### src/rtl/cam_pkg.sv
// ---------------------------------------------------------------------------
// cam_pkg
// Shared definitions for the parametrised CAM (cam_param):
//   CAM_DEPTH_DEF / CAM_WIDTH_DEF : default geometry (32 x 32)
//   CAM_IDX_MAX_W / CAM_VEC_MAX   : widest index / match vector supported (256 entries)
//   cam_search_rsp_t              : registered search response {valid, multi, index}
//   first_one()                   : lowest set bit of a match vector, bit 0 wins
// ---------------------------------------------------------------------------
package cam_pkg;

    localparam int CAM_DEPTH_DEF  = 32;
    localparam int CAM_WIDTH_DEF  = 32;
    localparam int CAM_IDX_MAX_W  = 8;
    localparam int CAM_VEC_MAX    = 256;

    typedef struct packed {
        logic                     valid;
        logic                     multi;
        logic [CAM_IDX_MAX_W-1:0] index;
    } cam_search_rsp_t;

    // Scanning downwards lets the lowest set bit overwrite any higher one,
    // which gives fixed priority with index 0 highest.
    function automatic logic [CAM_IDX_MAX_W-1:0] first_one(input logic [CAM_VEC_MAX-1:0] vec);
        logic [CAM_IDX_MAX_W-1:0] idx;
        idx = '0;
        for (int i = CAM_VEC_MAX - 1; i >= 0; i--) begin
            if (vec[i]) idx = CAM_IDX_MAX_W'(i);
        end
        return idx;
    endfunction

endpackage

### src/rtl/cam_prio_enc.sv
// ---------------------------------------------------------------------------
// cam_prio_enc
// Combinational priority encoder for the CAM match vector.
//   match_i [N]          : one bit per entry that matched the key
//   hit_o                : at least one bit set
//   multi_o              : two or more bits set
//   index_o [$clog2(N)]  : lowest set bit (0 when nothing is set)
// ---------------------------------------------------------------------------
module cam_prio_enc
    import cam_pkg::*;
#(
    parameter int N = 32
) (
    input  logic [N-1:0]         match_i,
    output logic                 hit_o,
    output logic                 multi_o,
    output logic [$clog2(N)-1:0] index_o
);

    localparam int IW = $clog2(N);

    logic [CAM_VEC_MAX-1:0] match_ext;

    always_comb begin
        match_ext          = '0;
        match_ext[N-1:0]   = match_i;
    end

    assign hit_o   = |match_i;
    // Clearing the lowest set bit leaves something only if a second bit was set.
    assign multi_o = |(match_i & (match_i - N'(1)));
    assign index_o = IW'(first_one(match_ext));

endmodule

### src/rtl/cam_param.sv
// ---------------------------------------------------------------------------
// cam_param
// Parametrised content-addressable memory with per-entry valid bits,
// explicit invalidate and a priority-encoded, registered search.
//
// Parameters: DEPTH (entries, power of two 2..256), WIDTH (1..128),
//             IDX_W = $clog2(DEPTH) (derived).
// Ports:
//   clk, rst (asynchronous, active-low)
//   read_i / read_index_i                   -> read_valid_o, read_value_o (1 cycle)
//   write_i / write_index_i / write_data_i  : sets entry valid
//   inval_i / inval_index_i                 : clears entry valid
//   search_i / search_data_i                -> search_valid_o, search_index_o,
//                                              search_multi_o (1 cycle)
//   count_o (valid entries), full_o (count_o == DEPTH, advisory only)
//
// Build option CAM_PARAM_MASK_EN adds search_mask_i: a 1 bit makes that
// key bit don't-care during the search.
// ---------------------------------------------------------------------------
module cam_param
    import cam_pkg::*;
#(
    parameter int  DEPTH = CAM_DEPTH_DEF,
    parameter int  WIDTH = CAM_WIDTH_DEF,
    localparam int IDX_W = $clog2(DEPTH)
) (
    input  logic             clk,
    input  logic             rst,
    input  logic             read_i,
    input  logic [IDX_W-1:0] read_index_i,
    input  logic             write_i,
    input  logic [IDX_W-1:0] write_index_i,
    input  logic [WIDTH-1:0] write_data_i,
    input  logic             inval_i,
    input  logic [IDX_W-1:0] inval_index_i,
    input  logic             search_i,
    input  logic [WIDTH-1:0] search_data_i,
`ifdef CAM_PARAM_MASK_EN
    input  logic [WIDTH-1:0] search_mask_i,
`endif
    output logic             read_valid_o,
    output logic [WIDTH-1:0] read_value_o,
    output logic             search_valid_o,
    output logic [IDX_W-1:0] search_index_o,
    output logic             search_multi_o,
    output logic [IDX_W:0]   count_o,
    output logic             full_o
);

    logic [WIDTH-1:0] data_q [DEPTH];
    logic [DEPTH-1:0] valid_q, valid_d;
    logic [IDX_W:0]   count_q, count_d;
    logic             read_valid_q, read_valid_d;
    logic [WIDTH-1:0] read_value_q, read_value_d;
    cam_search_rsp_t  rsp_q, rsp_d;

    logic [DEPTH-1:0] match;
    logic             enc_hit, enc_multi;
    logic [IDX_W-1:0] enc_index;
    logic             cnt_inc, cnt_dec;
    logic [WIDTH-1:0] care_mask;

`ifdef CAM_PARAM_MASK_EN
    assign care_mask = ~search_mask_i;
`else
    assign care_mask = '1;
`endif

    // Match is taken from the registered array, so a same-cycle write is
    // not visible to the search (read-old).
    always_comb begin
        match = '0;
        for (int i = 0; i < DEPTH; i++) begin
            match[i] = valid_q[i] && (((data_q[i] ^ search_data_i) & care_mask) == '0);
        end
    end

    cam_prio_enc #(.N(DEPTH)) u_prio_enc (
        .match_i (match),
        .hit_o   (enc_hit),
        .multi_o (enc_multi),
        .index_o (enc_index)
    );

    // Invalidate is applied first so a write to the same index wins.
    // The decrement is suppressed when the same entry is also written,
    // since the entry stays valid.
    always_comb begin
        valid_d = valid_q;
        if (inval_i) valid_d[inval_index_i] = 1'b0;
        if (write_i) valid_d[write_index_i] = 1'b1;

        cnt_inc = write_i && !valid_q[write_index_i];
        cnt_dec = inval_i && valid_q[inval_index_i] &&
                  !(write_i && (write_index_i == inval_index_i));
        count_d = count_q;
        if (cnt_inc && !cnt_dec) count_d = count_q + 1'b1;
        if (cnt_dec && !cnt_inc) count_d = count_q - 1'b1;
    end

    // Read and search responses; value/index hold when the port is idle.
    always_comb begin
        read_valid_d = 1'b0;
        read_value_d = read_value_q;
        if (read_i) begin
            read_valid_d = valid_q[read_index_i];
            read_value_d = valid_q[read_index_i] ? data_q[read_index_i] : '0;
        end

        rsp_d       = rsp_q;
        rsp_d.valid = 1'b0;
        rsp_d.multi = 1'b0;
        if (search_i) begin
            rsp_d.valid = enc_hit;
            rsp_d.multi = enc_hit && enc_multi;
            rsp_d.index = '0;
            if (enc_hit) rsp_d.index[IDX_W-1:0] = enc_index;
        end
    end

    // The data array deliberately has no reset; the valid bits guard it.
    always_ff @(posedge clk) begin
        if (write_i) data_q[write_index_i] <= write_data_i;
    end

    always_ff @(posedge clk or negedge rst) begin
        if (!rst) begin
            valid_q      <= '0;
            count_q      <= '0;
            read_valid_q <= 1'b0;
            read_value_q <= '0;
            rsp_q        <= '0;
        end else begin
            valid_q      <= valid_d;
            count_q      <= count_d;
            read_valid_q <= read_valid_d;
            read_value_q <= read_value_d;
            rsp_q        <= rsp_d;
        end
    end

    assign read_valid_o   = read_valid_q;
    assign read_value_o   = read_value_q;
    assign search_valid_o = rsp_q.valid;
    assign search_multi_o = rsp_q.multi;
    assign search_index_o = IDX_W'(rsp_q.index);
    assign count_o        = count_q;
    assign full_o         = (count_q == (IDX_W + 1)'(DEPTH));

endmodule

### config.mk
export PLATFORM = sky130hd
export DESIGN_NAME = cam_param
export DESIGN_NICKNAME = d
export VERILOG_FILES = /design/src/rtl/cam_pkg.sv /design/src/rtl/cam_prio_enc.sv /design/src/rtl/cam_param.sv
export SDC_FILE = /design/constraint.sdc
export NUM_CORES = 2
export LEC_CHECK = 0
export CORE_ASPECT_RATIO = 1.25
export CORE_MARGIN = 2
export CORE_UTILIZATION = 61
export DETAILED_ROUTE_END_ITERATION = 10
export GPL_ROUTABILITY_DRIVEN = 1
export PLACE_DENSITY = 0.8
export SYNTH_ARGS = -nofsm -noshare
export SYNTH_HDL_FRONTEND = slang
export SYNTH_SLANG_ARGS = --single-unit
### constraint.sdc
create_clock -name clk -period 9.4 [get_ports clk]
set_clock_uncertainty 0.15 [all_clocks]
set_input_delay 1.88 -clock clk [delete_from_list [all_inputs] [get_ports clk]]
set_output_delay 1.88 -clock clk [all_outputs]
set_load 0.02 [all_outputs]
==> results.sh <==
export IMPL_synth_async_reset_ratio_pct=7.08
export IMPL_synth_area_leaders="edfxtp_1, mux4_2, xor2_1"
export IMPL_synth_mux_area_share_pct=13.8
export IMPL_slowest_delay_ps=1030
export IMPL_fin_util_pct=66.9
export IMPL_synth_nets=4013
export IMPL_track_usage_pct=52.3
export IMPL_grt_antenna_before_repair=24
export IMPL_cts_resized=0
export IMPL_rows=127
export IMPL_holdWs_ps=342
export IMPL_ant_nets=0
export IMPL_grt_max_degree=110
export IMPL_insertion_delay_ps=750
export IMPL_fill_cells=6663
export IMPL_ir_drop_uv=209
export IMPL_final_layout_size_suffix_gt1_share_pct=18.3
export IMPL_cts_buffers=109
export IMPL_ys_ff_latch=1102
export IMPL_synth_most_common_cell="edfxtp_1"
export IMPL_syn_to_final_growth_pct=8.58
export IMPL_first_iter_violations=6780
export IMPL_firstDrtPassIters=6
export IMPL_synth_edf_count=1024
export IMPL_cts_root_buf="clkbuf_16"
export IMPL_die_w_um=283
export IMPL_cts_hold_buffers=0
export IMPL_vias=41668
export IMPL_p_leak_uw=0.0206
export IMPL_routed_wl_um=259000
export IMPL_drc_errors=0
export IMPL_path_class="input port to register"
export IMPL_syn_avg_cell_area_sq_um=15.1
export IMPL_synthFlopType="edfxtp_1"
export IMPL_period_share_pct=62.4
export IMPL_synthAdderAreaFrac_pct=0.173
export IMPL_relSlewSlack_pct=-5.43
export IMPL_cp_num_buf_inv=2
export IMPL_wl_per_cell_um=48.0
export IMPL_grt_pass1_vias=39955
export IMPL_fmax_ghz=0.171
export IMPL_worst_path_max_fanout=20
export IMPL_synth_largest_area_cell="edfxtp_1"
export IMPL_gp_congestion=1.08
export IMPL_netlist_area_leader_share_pct=51.9
export IMPL_yosys_area_share_simple_pct=9.61
export IMPL_rsz0062_at_grt="false"
export IMPL_tightest_slew_ps=1570
export IMPL_die_area_sq_um=99600
export IMPL_synth_common_cells="edfxtp_1, xor2_1, xnor2_1"
export IMPL_cp_required_ps=9850
export IMPL_path_delay_family="simple AND/OR/NAND/NOR gates"
export IMPL_synth_top_family_by_area="XOR/XNOR gates"
export IMPL_die_y_um=352
export IMPL_cts_buffer_depth=3
export IMPL_htreeDepth=3
export IMPL_worstSetupEndpointType="register"
export IMPL_hold_class="register to register"
export IMPL_stdcell_area_sq_um=64300
export IMPL_core_sq_um=96100
export IMPL_fin_crit_ps=5860
export IMPL_status="complete, but fails checks"
export IMPL_startpoint_type="input port"
export IMPL_maxSlewViolCount=4
export IMPL_viasPerCell=7.71
export IMPL_path_cells="buf_2, buf_4, xor2_1, nor4_1, nand3_1, or4_4, nand2_1, nor3_2, nand2_1, a221oi_2, nand4_1, o41a_1"
export IMPL_ios=132
export IMPL_ys_warn_count=0
export IMPL_ys_seq_area_share_pct=55.2
export IMPL_path_clk_slew_ps=60
export IMPL_hold_violations=0
export IMPL_maxCapViolations=2
export IMPL_clock_sinks=1102
export IMPL_dpl_hpwl_um=184000
export IMPL_postCtsSetupBuffers=0
export IMPL_nets=4091
export IMPL_synthCells=3922
export IMPL_synthXorXnorAreaFrac_pct=15.4
export IMPL_portBuffers=131
export IMPL_critPathSlowestCell="xor2_1"
export IMPL_crit_arrival_ps=6310
export IMPL_tns_ps=0
export IMPL_overflow=0
export IMPL_path_common_cell="nand2_1"
export IMPL_finalSetupViolCount=0
export IMPL_place_area_sq_um=60500
export IMPL_grt_pass1_wl_um=344000
export IMPL_power_density_nw_per_um2=188
export IMPL_violations="capacitance limit, slew limit"
export IMPL_synth_area_sq_um=59200
export IMPL_synth_compound_area_share_pct=1.83
export IMPL_tritoncts="done"
export IMPL_ys_types=91
export IMPL_start_util_pct=61.6
final cells by class:
type / instances / area [sq um] / area share, %
clock inverters: 59 / 627 / 0.975
clock buffers: 148 / 3090 / 4.81
inverters: 56 / 210 / 0.327
multi-input cells: 2532 / 24400 / 38.0
flip-flops and latches: 1102 / 32700 / 50.9
diodes: 15 / 37.5 / 0.0584
well taps: 1290 / 1610 / 2.51
repair buffers: 199 / 1590 / 2.48
sequential cells by signal (all words and copies together) (netlist names):
name and flops:
data_q 1024, read_value_o 32, valid_q 32, count_o 6, search_index_o 5, read_valid_o 1, search_multi_o 1, search_valid_o 1
per-layer routing:
metal / global-route usage, % / share of wire (%) / wire (um)
met1: 61.2 / 31 / 79300
met2: 74.3 / 42 / 109000
met3: 19.0 / 15 / 38300
met4: 48.8 / 12 / 32100
met5: 0.197 / 0.043 / 112
cells in the final DEF (no fill, tap or decap), types with 14 or more instances in the layout:
cell / Yosys / final
mux2i_1: 33 / 33
nand2_1: 96 / 96
clkbuf_1: 68 / 25
nand4b_1: 24 / 24
nand4_1: 182 / 182
nor3_1: 52 / 52
clkdlybuf4s50_1: 0 / 65
nor2_4: 0 / 32
inv_1: 55 / 55
xnor2_1: 360 / 360
diode_2: 0 / 15
o22ai_1: 34 / 34
nand3_1: 74 / 74
buf_4: 24 / 65
buf_2: 5 / 61
o21ai_0: 81 / 81
nor4_1: 296 / 296
nor4b_1: 20 / 20
a21oi_1: 14 / 14
dfrtp_1: 78 / 78
nor2_1: 52 / 20
clkinv_2: 0 / 21
edfxtp_1: 1024 / 1024
clkbuf_16: 0 / 116
xor2_1: 668 / 668
mux4_2: 347 / 347
or4_1: 28 / 28
worst reg2reg max path, stage by stage (launching register included):
cell and delay [ps]:
edfxtp_1 520, xor2_1 250, nor4_1 1230, nand4_1 190
or3_1 570, nand4_2 210, or3_4 170, nand3b_4 160
o21a_1 290, nand2_1 90, o32ai_1 270
power by group:
part	switching (uW)	internal (uW)
combinational	1150	564
clock	2040	2620
sequential	214	5490
total	3400	8670
kinds of logic (layout without fill, tap and decap cells):
family	Yosys count	count (layout)
buf+inv	288	462
other cells	0	15
flops	1102	1102
xor+xnor	1036	1036
simple gates	930	930
compound gates	176	176
mux	382	382
fa+ha+maj	8	8
through the flow:
| step | setup WS, ps | cells | total power (uW) |
|---|---|---|---|
| floorplan | 4160 | 3922 | 6620 |
| global placement | 3290 | 5179 | 7400 |
| detailed placement | 3320 | 5179 | 7410 |
| CTS | 4060 | 5386 | 11900 |
| global route | 3540 | 5387 | 12200 |
| finish | 3540 | 5401 | 12100 |
final timing paths:
check | slack (ps) | from | depth (start not counted) | to
setup / recovery | 3540 | search_data_i[28] | 12 | search_multi_o
hold / removal | 340 | count_o[5] | 1 | count_o[5]
setup reg to reg | 5230 | data_q[16][1] | 10 | search_index_o[2]
hold reg to reg | 340 | count_o[5] | 1 | count_o[5]
max in group asynchronous | 6910 | rst | 2 | read_value_o[17]
min in group asynchronous | 870 | rst | 1 | valid_q[19]
No activity file was read; power rests on OpenSTA's default activity.
